===== src/rtl/muldiv_sequencer.sv =====
`timescale 1ns/1ps
// muldiv_sequencer: iterative radix-2 unsigned multiplier / restoring divider.
// One step per cycle for WIDTH cycles, a one-cycle DONE, then back to IDLE.
module muldiv_sequencer #(
  parameter int WIDTH = 32
) (
  input  logic             clk,
  input  logic             rst_n,
  input  logic             i_start,
  input  logic             i_op,
  input  logic [WIDTH-1:0] i_srcA,
  input  logic [WIDTH-1:0] i_srcB,
  output logic             o_busy,
  output logic             o_done,
  output logic [WIDTH-1:0] o_hi,
  output logic [WIDTH-1:0] o_lo,
  output logic             o_divByZero
);

  localparam int CW = (WIDTH > 1) ? $clog2(WIDTH) : 1;

  typedef enum logic [1:0] {
    IDLE = 2'd0,
    RUN  = 2'd1,
    DONE = 2'd2
  } state_t;

  state_t           r_state;
  state_t           w_nextState;
  logic [CW-1:0]    r_count;
  logic             r_op;
  logic [WIDTH-1:0] r_b;
  logic [WIDTH-1:0] r_acc;
  logic [WIDTH-1:0] r_q;

  logic             w_lastStep;
  logic [WIDTH:0]   w_mulSum;
  logic [WIDTH:0]   w_divShift;
  logic [WIDTH:0]   w_divDiff;
  logic             w_divFits;
  logic [WIDTH-1:0] w_nextAcc;
  logic [WIDTH-1:0] w_nextQ;

  assign w_lastStep = (r_state == RUN) && (r_count == CW'(WIDTH - 1));
  assign o_busy     = (r_state == RUN);
  assign o_done     = (r_state == DONE);

  // Multiply: {acc,q} shifts right, adding the multiplicand when q[0] is set.
  // Divide: {acc,q} shifts left, subtracting the divisor when it fits.
  assign w_mulSum   = {1'b0, r_acc} + (r_q[0] ? {1'b0, r_b} : '0);
  assign w_divShift = {r_acc, r_q[WIDTH-1]};
  assign w_divDiff  = w_divShift - {1'b0, r_b};
  assign w_divFits  = (w_divShift >= {1'b0, r_b});

  // State register; reset aborts any operation in flight.
  always_ff @(posedge clk or negedge rst_n) begin
    if (!rst_n) begin
      r_state <= IDLE;
    end else begin
      r_state <= w_nextState;
    end
  end

  // Next-state decode: accept Start only in IDLE, leave RUN after WIDTH steps.
  always_comb begin
    w_nextState = r_state;
    case (r_state)
      IDLE:    if (i_start) w_nextState = RUN;
      RUN:     if (w_lastStep) w_nextState = DONE;
      DONE:    w_nextState = IDLE;
      default: w_nextState = IDLE;
    endcase
  end

  // One radix-2 step of the selected operation. A zero divisor always "fits",
  // which naturally yields an all-ones quotient and the dividend as remainder.
  always_comb begin
    w_nextAcc = r_acc;
    w_nextQ   = r_q;
    if (r_op) begin
      if (w_divFits) begin
        w_nextAcc = w_divDiff[WIDTH-1:0];
        w_nextQ   = {r_q[WIDTH-2:0], 1'b1};
      end else begin
        w_nextAcc = w_divShift[WIDTH-1:0];
        w_nextQ   = {r_q[WIDTH-2:0], 1'b0};
      end
    end else begin
      w_nextAcc = w_mulSum[WIDTH:1];
      w_nextQ   = {w_mulSum[0], r_q[WIDTH-1:1]};
    end
  end

  // Working registers: operands are captured at acceptance so later input
  // changes cannot disturb the running operation.
  always_ff @(posedge clk or negedge rst_n) begin
    if (!rst_n) begin
      r_count <= '0;
      r_op    <= 1'b0;
      r_b     <= '0;
      r_acc   <= '0;
      r_q     <= '0;
    end else if (r_state == IDLE && i_start) begin
      r_count <= '0;
      r_op    <= i_op;
      r_b     <= i_srcB;
      r_acc   <= '0;
      r_q     <= i_srcA;
    end else if (r_state == RUN) begin
      r_count <= r_count + CW'(1);
      r_acc   <= w_nextAcc;
      r_q     <= w_nextQ;
    end
  end

  // Result registers change only on the edge that enters DONE.
  always_ff @(posedge clk or negedge rst_n) begin
    if (!rst_n) begin
      o_hi        <= '0;
      o_lo        <= '0;
      o_divByZero <= 1'b0;
    end else if (w_lastStep) begin
      o_hi        <= w_nextAcc;
      o_lo        <= w_nextQ;
      o_divByZero <= r_op && (r_b == '0);
    end
  end

endmodule


===== config.mk =====
export PLATFORM = sky130hd
export DESIGN_NAME = muldiv_sequencer
export DESIGN_NICKNAME = d
export VERILOG_FILES = /design/src/rtl/muldiv_sequencer.sv
export SDC_FILE = /design/constraint.sdc
export NUM_CORES = 1
export LEC_CHECK = 0
export BUFFER_PORTS_ARGS = -buffer_cell sky130_fd_sc_hd__buf_2
export CAP_MARGIN = 15
export CELL_PAD_IN_SITES_DETAIL_PLACEMENT = 1
export CELL_PAD_IN_SITES_GLOBAL_PLACEMENT = 2
export CORE_ASPECT_RATIO = 0.6
export CORE_MARGIN = 5
export CORE_UTILIZATION = 33
export CTS_BUF_LIST = sky130_fd_sc_hd__clkbuf_16
export DETAILED_ROUTE_END_ITERATION = 10
export GPL_ROUTABILITY_DRIVEN = 0
export PLACE_DENSITY_LB_ADDON = 0.1
export SETUP_SLACK_MARGIN = 0.4
export SYNTH_ARGS = -nofsm -noshare
export SYNTH_HDL_FRONTEND = slang
export SYNTH_SLANG_ARGS = --single-unit

===== constraint.sdc =====
create_clock -name clk -period 3.06 [get_ports clk]
set_clock_uncertainty 0.1 [all_clocks]
set_input_delay 0.612 -clock clk [delete_from_list [all_inputs] [get_ports clk]]
set_output_delay 0.612 -clock clk [all_outputs]
set_load 0.01 [all_outputs]

# --- After elaboration in Yosys (flattened, before gate mapping) ---
# Index checks and enable logic that the tools add are counted.
classes:
  addsub: 3
  magnitude_cmp: 1
  eq_ne: 5
  n_mux: 14
  reduce_logical: 7
ops:
  columns: ["cell", "count"]
  rows:
  - ["32-bit two-way mux", 8]
  - ["32-bit by 32-bit adder with 33-bit output", 1]
  - ["33-bit by 32-bit greater-or-equal comparator with 1-bit output", 1]
  - ["32-bit zero test", 1]
  - ["32-bit subtractor", 1]
  - ["5-bit two-way mux", 2]
  - ["5-bit by 1-bit adder with 5-bit output (second input constant)", 1]
  - ["5-bit equality test (second input constant)", 1]
  - ["2-bit two-way mux", 2]
  - ["2-bit case mux with 2 select lines", 1]
  - ["1-bit logical AND", 3]
  - ["2-bit by 1-bit equality test with 1-bit output (second input constant)", 1]
  - ["2-bit equality test (second input constant)", 1]
  - ["2-bit zero test", 1]
  - ["2-bit by 1-bit inequality test with 1-bit output (second input constant)", 1]
  - ["2-bit inequality test (second input constant)", 1]
  - ["2-bit AND reduction", 1]
  - ["2-bit nonzero test", 1]
  - ["1-bit two-way mux", 1]
word_totals:
  reg_bits: 169
  input_bits: 68
  output_inout_bits: 67
  elab_cells: 39

# --- Logic depth before layout (Yosys ltp) ---
# Gate-level depths: netlist (run 1).
logic_depth:
  depth_word: 5
  ltp_mapped: 13
  mapped_depth_nobuf: 13

# --- Least setup slack after synthesis (run 1) ---
# Ideal clock, no wire load.
synth_path:
  path_type: "register to register"
  from: "register r_q[0]"
  to: "register r_acc[31]"
  setup_time_ps: 135
  arrival_ps: 2921
  required_time_ps: 2825
  slack_ps: -96
  stages_incl_launch_ff: 13
  n_path_buf: 0
  period_less_slack_ps: 3156
  cell_sequence: "dfrtp_1 > and2_1 > ha_1 > fa_1 > a21o_1 > a221oi_2 > o31a_1 > a21oi_1 > a211oi_2 > o211ai_1 > a31o_2 > a41oi_1 > o31ai_1"
synth_via:
  elab_chain_cells: 5
synth_rtl:
  columns: ["item", "line", "source"]
  rows:
  - ["start, declared", "34", "logic [WIDTH-1:0] r_q;"]
  - ["start signal, assigned", "108", "r_q <= i_srcA;"]
  - ["start signal, assigned", "112", "r_q <= w_nextQ;"]
  - ["32-bit two-way mux", "50", "assign w_mulSum = {1'b0, r_acc} + (r_q[0] ? {1'b0, r_b} : '0);"]
  - ["32-bit by 32-bit adder with 33-bit output", "50", null]
  - ["32-bit two-way mux", "80", "if (r_op) begin"]
  - ["32-bit two-way mux", "109", "end else if (r_state == RUN) begin"]
  - ["32-bit two-way mux", "103", "end else if (r_state == IDLE && i_start) begin"]
  - ["end signal, assigned", "111", "r_acc <= w_nextAcc;"]
  - ["end, declared", "33", "logic [WIDTH-1:0] r_acc;"]
# No other way between the ends. The select of a mux whose other input is x is not followed.
# A chain may end at the register's enable or synchronous reset.

# --- Worst setup path in the final report (run 1) ---
# Same ends and word-level chain as after synthesis.

==> flow_summary.toml, run 1 <==
[setup_path]
crit_fanout = 5
cp-end-kind = "flop"
critPathLaunchType = "flop"
worstPathRequired_ps = 3260
critPathKind = "flop to flop"
arrival_ps = 3540

[synth]
syn_inst = 1287
async_flop_share_pct = 100
synth_cell_types = 75
ys_seq_area_share_pct = 37.3
synth_enable_flop_cells = 0
synth_fp_nets = 1423
avgSynthCellArea_sq_um = 8.81
synth-seq-cells = 169
ys.flop_type = "dfrtp_1"
synth_area_sq_mm = 0.0113
synth_warnings = 0

[finish]
syn_to_final_growth_pct = 47.7
final_cell_mix = "buf_4 (309), dfrtp_1 (166), nand2_1 (155), buf_2 (133), o21ai_0 (97)"
final_common_cell = "buf_4"
nets = 1844
fill_cells = 3954
regArea_sq_mm = 0.00424
multi_input_area_sq_mm = 0.00779
final_cell_count_no_fill = 2182
drive_gt1_share_pct = 40.1

[clock_tree]
h-tree-depth = 4
clock_latency_ps = 460
cts_buffers = 17
clk_pin_slew_worst_paths_ps = 80
cts_root_buf = "clkbuf_16"
cts.path.max_buffers = 2
clock_sinks = 169
hold_buffers = 0
cts_tree = "yes"

[timing]
fin_crit_ps = 3350
setup_slack_ps = -287
setup_tns_ps = -9190
rsz0062_at_grt = "yes"
hold_viol_final = 0
period_share_pct = 109
setup_viol = 65
slew_violations = 0
tightest_slew_ps = 1040
fmax_mhz = 299
max_slew_margin_pct = 30.8

[global_routing]
grt_pass1_vias = 12200
grt_first_pass_wirelength_um = 75400
grt.total_usage_pct = 25.0
grt.busiest_layer = "met1"
overflow = 0
grt_antenna_before_repair = 1
grt_max_degree = 82
met1_usage_pct = 39.1
grt.met2_usage_pct = 36.1
use_met3_pct = 4.52

[die]
fp-row-count = 52
start_util_pct = 33.5
die_area_sq_mm = 0.0383
die-height_um = 154
ios = 135
dieWidth_um = 249
coreArea_sq_mm = 0.0338

[detailed_routing]
drt_first_pass_iters = 4
ant_nets = 0
drt_iter0_markers = 971
via_count = 11700
drc_errors = 0
wl_um = 49500
routedWlPerCell_um = 22.7
avgViaCountPerCell = 5.38

[place]
place_inst = 2097
dp_hpwl_um = 36000
portBuffers = 134

[flow_run]
maxCapViolCount = 0

[status]
status = "finished with violations"
violations = "setup timing"

[worst_hold_path]
hp-class = "input port to asynchronous set/reset pin"
[cells by family after synthesis]
family                     synth area share [%]
xor gates and xnor gates                   3.94
AOI/OAI and AO/OA                          24.3
DFF                                        37.3
adders and majority gates                  7.64
buffers and inverters                      4.09
and+or+nand+nor                            16.3
muxes                                      6.44
[cells in the mapped netlist (all sizes together) (21+ instances only)]
| cell type | instances | share of area, % |
|---|---|---|
| inv | 46 | 1.5 |
| dfrtp | 169 | 37 |
| a21oi | 88 | 3.9 |
| ha | 66 | 7.3 |
| xnor2 | 26 | 2.0 |
| o21ai | 143 | 6.4 |
| nand3 | 29 | 1.3 |
| nand2 | 160 | 5.4 |
| xor2 | 25 | 1.9 |
| a21o | 47 | 3.1 |
| mux2 | 21 | 2.1 |
| a221o | 32 | 2.8 |
| clkbuf | 59 | 2.0 |
| nor2 | 86 | 2.9 |
| and2 | 41 | 2.3 |
| mux2i | 49 | 4.3 |
[sequential cells by signal (all words and copies together) (netlist names)]
| signal | count |
|---|---|
| r_state | 2 |
| r_q | 32 |
| o_hi | 32 |
| r_count | 5 |
| r_op | 1 |
| o_lo | 32 |
| r_acc | 32 |
| r_b | 32 |
| o_divByZero | 1 |
[worst max-delay path, cell delays in order (launching register included)]
cell and delay [ps]:
dfrtp_2 480, and2_4 170, ha_4 160, fa_2 350
a21o_1 200, a221oi_2 290, o31a_1 180, buf_6 130
a21oi_2 50, a211oi_2 180, buf_4 150, o211ai_1 80
buf_4 170, a31o_2 220, a41oi_2 160, o31ai_1 90
[layer usage]
layer / vias to the layer above / wire length (um)
met1: 5904 / 25600
li1: 5517 / -
met5: - / 0
met4: 0 / 431
met2: 287 / 21000
met3: 24 / 2500
[cell type report]
type | count | area share [%]
antenna | 2 | 0.0299
clock buffer | 17 | 2.54
clock inverter | 15 | 1.04
inverter | 46 | 1.03
multi-input combinational | 1005 | 46.5
sequential | 169 | 25.3
tap | 459 | 3.43
timing repair buffer | 469 | 20.1
[stage by stage]
step           hold slack, ps  area, sq um  worst slack [ps]  utilization, %
2_1_floorplan             216        11500              36.4               -
3_3_place_gp              355        14700              -343            43.4
3_5_place_dp              365        14700              -386            43.4
4_1_cts                  32.9        16400              -227            48.5
5_1_grt                  55.4        16700              -407            49.5
6_report                 35.7        16800              -287            49.5
[final timing paths]
kind	slack [ps]	end	from	depth (start not counted)
max	-290	r_acc[31]$_DFFE_PN0P_	r_q[0]$_DFFE_PN0P_	15
min	40	o_hi[14]$_DFFE_PN0P_	rst_n	1
max reg2reg	-290	r_acc[31]$_DFFE_PN0P_	r_q[0]$_DFFE_PN0P_	15
min reg2reg	370	o_lo[24]$_DFFE_PN0P_	o_lo[24]$_DFFE_PN0P_	2
max in group asynchronous	2020	o_hi[21]$_DFFE_PN0P_	rst_n	2
min in group clk	250	r_b[4]$_DFFE_PN0P_	i_srcB[4]	3
[repair_timing]
item	CTS	global route
gates cloned	4	0
gates resized for setup	155	43
pin swaps	65	27
hold endpoints to repair	0	0
endpoints found under the setup margin	66	66
buffers inserted	30	17
Power of run 1 is left out: the tool's default activity adds up to more than one toggle a clock period on the data nets, which glitch-free logic cannot reach.
==> run 2: changes to the inputs <==
--- a/config.mk
+++ b/config.mk
@@ -15,7 +15,9 @@
 export CTS_BUF_LIST = sky130_fd_sc_hd__clkbuf_16
 export DETAILED_ROUTE_END_ITERATION = 10
 export GPL_ROUTABILITY_DRIVEN = 0
+export HOLD_SLACK_MARGIN = 0.03
 export PLACE_DENSITY_LB_ADDON = 0.1
+export RECOVER_POWER = 25
 export SETUP_SLACK_MARGIN = 0.4
 export SYNTH_ARGS = -nofsm -noshare
 export SYNTH_HDL_FRONTEND = slang
==> run 2 against run 1 <==
  * The flow finishes with violations (capacitance limit, slew limit, setup timing)
  * Register-to-register slack about the same
  * Core utilization decreased by 0.13 points
  * Hold slack improved by 220 ps
  * Die area unchanged
  * Critical path depth unchanged
  * Critical endpoint unchanged
==> flow_summary.toml, run 2 (synthesis results as in run 1) <==
[setup_path]
slowest_stage = "dfrtp_2"
crit_buf_inv = 3
arrival_ps = 3540
critPathKind = "flop to flop"
cpPeakStageDelay_ps = 480
cp.depth = 15
path_delay_family = "compound AO/OA/AOI/OAI gates"
crit_chain = "and2_4, ha_4, fa_2, a21o_1, a221oi_2, o31a_1, buf_6, a21oi_2, a211oi_2, buf_4, o211ai_1, buf_4, a31o_2, a41oi_2, o31ai_1"
critPathLaunchType = "flop"
crit_fanout = 5
critPathMostFrequentCell = "buf_4"
ff2ff_path_depth = 15
worstPathRequired_ps = 3260
cp-end-kind = "flop"

[status]
violations = "capacitance limit, slew limit, setup timing"
status = "finished with violations"

[global_routing]
grt_antenna_before_repair = 1
grt_pass1_vias = 12200
grt_first_pass_wirelength_um = 75400
overflow = 0
grt_max_degree = 82
grt.total_usage_pct = 25.0

[place]
place_inst = 2097
dp_hpwl_um = 36000
portBuffers = 134

[detailed_routing]
routedWlPerCell_um = 22.7
avgViaCountPerCell = 5.37
wl_um = 49400
ant_nets = 0
drc_errors = 0
drt_iter0_markers = 864
drt_first_pass_iters = 7
via_count = 11700

[finish]
regArea_sq_mm = 0.00424
drive_gt1_share_pct = 40.1
multi_input_area_sq_mm = 0.00779
diodes = 0
final_cell_count_no_fill = 2180
nets = 1844
fill_cells = 3959
final_cell_mix = "buf_4 (309), dfrtp_1 (166), nand2_1 (155), buf_2 (133), o21ai_0 (97)"
syn_to_final_growth_pct = 47.4
final_common_cell = "buf_4"

[die]
die-height_um = 154
fp-row-count = 52
ios = 135
start_util_pct = 33.5
coreArea_sq_mm = 0.0338
dieWidth_um = 249
die_area_sq_mm = 0.0383

[clock_tree]
clock_latency_ps = 460
cts.path.max_buffers = 2
clk_pin_slew_worst_paths_ps = 80
cts_buffers = 17
h-tree-depth = 4
cts_root_buf = "clkbuf_16"
clock_sinks = 169
hold_buffers = 0
cts_tree = "yes"

[timing]
fmax_mhz = 299
setup_viol = 62
fin_crit_ps = 3340
hold_viol_final = 0
setup_tns_ps = -8820
slew_violations = 55
hold_ws_ps = 253
setup_slack_ps = -283
tightest_slew_ps = 1660
rsz0062_at_grt = "yes"
period_share_pct = 109
max_slew_margin_pct = -10.5

[worst_hold_path]
hold_path_depth = 3
hp-class = "input port to flop"

[flow_run]
maxCapViolCount = 1
run 2: final timing paths:
path	from	endpoint	slack [ps]
min in group asynchronous	rst_n	o_hi[14]$_DFFE_PN0P_	450
worst min register to register	o_lo[24]$_DFFE_PN0P_	o_lo[24]$_DFFE_PN0P_	370
worst max register to register	r_q[0]$_DFFE_PN0P_	r_acc[31]$_DFFE_PN0P_	-280
worst max-delay path	r_q[0]$_DFFE_PN0P_	r_acc[31]$_DFFE_PN0P_	-280
worst min-delay path	i_srcB[23]	r_b[23]$_DFFE_PN0P_	250
max in group asynchronous	rst_n	r_acc[5]$_DFFE_PN0P_	620
run 2: final cells by class:
cell class	count	area share, %
Multi-Input combinational cell	1005	46.6
Sequential cell	169	25.4
Timing Repair Buffer	469	20.0
Tap cell	459	3.44
Clock buffer	17	2.55
Clock inverter	15	1.04
Inverter	46	1.03
run 2: worst register-to-register path, stage by stage, from the launching register on:
cell and delay (ps):
dfrtp_2 480, and2_4 180, ha_4 160, fa_2 350
a21o_1 200, a221oi_2 290, o31a_1 180, buf_6 130
a21oi_2 60, a211oi_2 180, buf_4 150, o211ai_1 80
buf_4 170, a31o_2 220, a41oi_2 160, o31ai_1 90
run 2: through the flow:
| stage | worst slack, ps | area (sq um) | util, % |
|---|---|---|---|
| global route | -407 | 16700 | 49.4 |
| floorplan | 36.4 | 11500 | - |
| detailed placement | -386 | 14700 | 43.4 |
| global placement | -343 | 14700 | 43.4 |
| finish | -283 | 16700 | 49.4 |
| CTS | -227 | 16400 | 48.5 |
run 2: timing repair:
item | CTS | global route
buffers inserted | 30 | 17
resized for setup | 155 | 43
setup endpoints to repair | 66 | 66
pin swaps | 65 | 27
gates cloned | 4 | 0
run 2: layer usage:
layer,global-route usage (%),part of all wire [%],vias up
met5,0,0,-
met4,4.60,1.2,0
met3,4.52,5.6,28
met2,36.1,42,282
met1,39.1,51,5874
li1,-,-,5521
Power of run 2 is left out for the same reason.
==> run 3: changes to the inputs <==
--- a/config.mk
+++ b/config.mk
@@ -19,6 +19,8 @@
 export PLACE_DENSITY_LB_ADDON = 0.1
 export RECOVER_POWER = 25
 export SETUP_SLACK_MARGIN = 0.4
+export SKIP_LAST_GASP = 1
+export SLEW_MARGIN = 20
 export SYNTH_ARGS = -nofsm -noshare
 export SYNTH_HDL_FRONTEND = slang
 export SYNTH_SLANG_ARGS = --single-unit
==> run 3 against run 2 <==
  * The flow still finishes with violations (capacitance limit, slew limit, setup timing)
  * Flip-flop and latch count unchanged
  * Die area unchanged
  * Clock-buffer cell count unchanged
  * Critical path depth decreased by 3
  * Non-clock buffer count increased by 4
  * Hold slack about the same
  * Design area increased by 0.22%
  * Worst setup slack improved by 14 ps
  * Via count increased by 0.40%
  * Largest cell class unchanged
==> flow_summary.toml, run 3 (synthesis results as in run 1) <==
[detailed_routing]
wl_met1_um = 25600
avgViaCountPerCell = 5.38
via_count = 11800
drc_errors = 0
drt_iter0_markers = 892
ant_nets = 0
wl_met3_um = 2390
wl_um = 49500
dr.max_layer_used = "met4"
met2WireLength_um = 21000
drt_first_pass_iters = 5
routedWlPerCell_um = 22.6

[die]
fp-row-count = 52
coreArea_sq_mm = 0.0338
ios = 135
die_area_sq_mm = 0.0383
start_util_pct = 33.5
dieWidth_um = 249
die-height_um = 154

[clock_tree]
h-tree-depth = 4
clock_latency_ps = 460
cts_root_buf = "clkbuf_16"
cts.path.max_buffers = 2
cts_buffers = 17
cts_tree = "yes"
clk_pin_slew_worst_paths_ps = 80
clock_sinks = 169

[global_routing]
grt_first_pass_wirelength_um = 75400
grt_antenna_before_repair = 1
grt_max_degree = 82
grt_pass1_vias = 12300
overflow = 0
grt.total_usage_pct = 25.0

[timing]
fmax_mhz = 300
period_share_pct = 109
hold_viol_final = 0
setup_viol = 66
slew_violations = 55
tightest_slew_ps = 1660
fin_crit_ps = 3330
setup_slack_ps = -269
setup_tns_ps = -10710
max_slew_margin_pct = -10.9
rsz0062_at_grt = "yes"

[finish]
diodes = 0
fin_util_pct = 49.5
fill_cells = 3964
final_area_sq_mm = 0.0167
final_common_cell = "buf_4"
final_cell_mix = "buf_4 (311), dfrtp_1 (166), nand2_1 (152), buf_2 (133), o21ai_0 (97)"
drive_gt1_share_pct = 40.3
nets = 1848
syn_to_final_growth_pct = 47.7

[place]
placed_area_sq_mm = 0.0147
dp_hpwl_um = 36000
portBuffers = 134
place_ws_ps = -386

[setup_path]
reg2reg_setup_slack_ps = -270
ff2ff_path_depth = 12
arrival_ps = 3580
timing.rr.start = "r_acc[14]$_DFFE_PN0P_"
worstPathRequired_ps = 3310
cp-end-kind = "flop"
critPathLaunchType = "flop"
r2r_end = "o_hi[13]$_DFFE_PN0P_"
crit_fanout = 6
critPathKind = "flop to flop"

[worst_hold_path]
min_from = "i_srcB[4]"
hold_path_depth = 3
hold_end = "r_b[4]$_DFFE_PN0P_"
hp-class = "input port to flop"

[status]
status = "finished with violations"
violations = "capacitance limit, slew limit, setup timing"

[flow_run]
maxCapViolCount = 1
[run 3: cell types whose count changed in the layout (fill, tap and decap cells not counted), sizes merged]
cell / previous run / this run
buf: 466 / 470
[run 3: per-layer routing]
metal	up-vias	GRT usage, %
li1	5523	-
met1	5943	38.8
met2	256	36.2
met3	30	4.83
met4	0	4.65
met5	-	0
[run 3: cell type report]
type	count	area, sq um	area share [%]
clock inverter	15	174	1.04
timing repair buffer	473	3370	20.1
clock buffer	17	425	2.54
sequential	169	4240	25.3
multi-input combinational	1005	7790	46.5
tap	459	574	3.43
inverter	46	173	1.03
[run 3: worst max path at each step]
stage | from | end | slack (ps) | depth (start not counted)
floorplan | r_q[0]$_DFFE_PN0P_ | o_hi[27]$_DFFE_PN0P_ | 40 | 12
global placement | r_b[6]$_DFFE_PN0P_ | r_acc[21]$_DFFE_PN0P_ | -340 | 13
detailed placement | r_q[31]$_DFFE_PN0P_ | r_acc[24]$_DFFE_PN0P_ | -390 | 14
CTS | r_q[31]$_DFFE_PN0P_ | o_hi[28]$_DFFE_PN0P_ | -230 | 13
global route | r_b[17]$_DFFE_PN0P_ | o_hi[6]$_DFFE_PN0P_ | -390 | 12
finish | r_acc[14]$_DFFE_PN0P_ | o_hi[13]$_DFFE_PN0P_ | -270 | 12
[run 3: per-stage QoR]
step / instances / hold WS [ps]
after floorplan: 1287 / 216
after global placement: 2097 / 355
after detailed placement: 2097 / 365
after CTS: 2163 / 32.9
after global routing: 2184 / 247
final: 2184 / 253
[run 3: what timing repair did]
action,4_1_cts,5_1_grt
hold buffers,0,0
endpoints found under the setup margin,66,66
buffers inserted,30,21
hold endpoints to repair,0,0
cloned,4,0
resized for setup,148,49
pin swaps,64,35
[run 3: worst max-delay path: stages (launching register included)]
cell and delay, ps:
dfrtp_1 420, ha_4 290, nand4_1 220, or2_4 340, or4_4 500, o31ai_4 240, a21boi_4 200, buf_12 180
nand2_8 100, buf_4 130, a21oi_2 40, a21o_1 190, mux2_4 260
Power of run 3 is left out for the same reason.
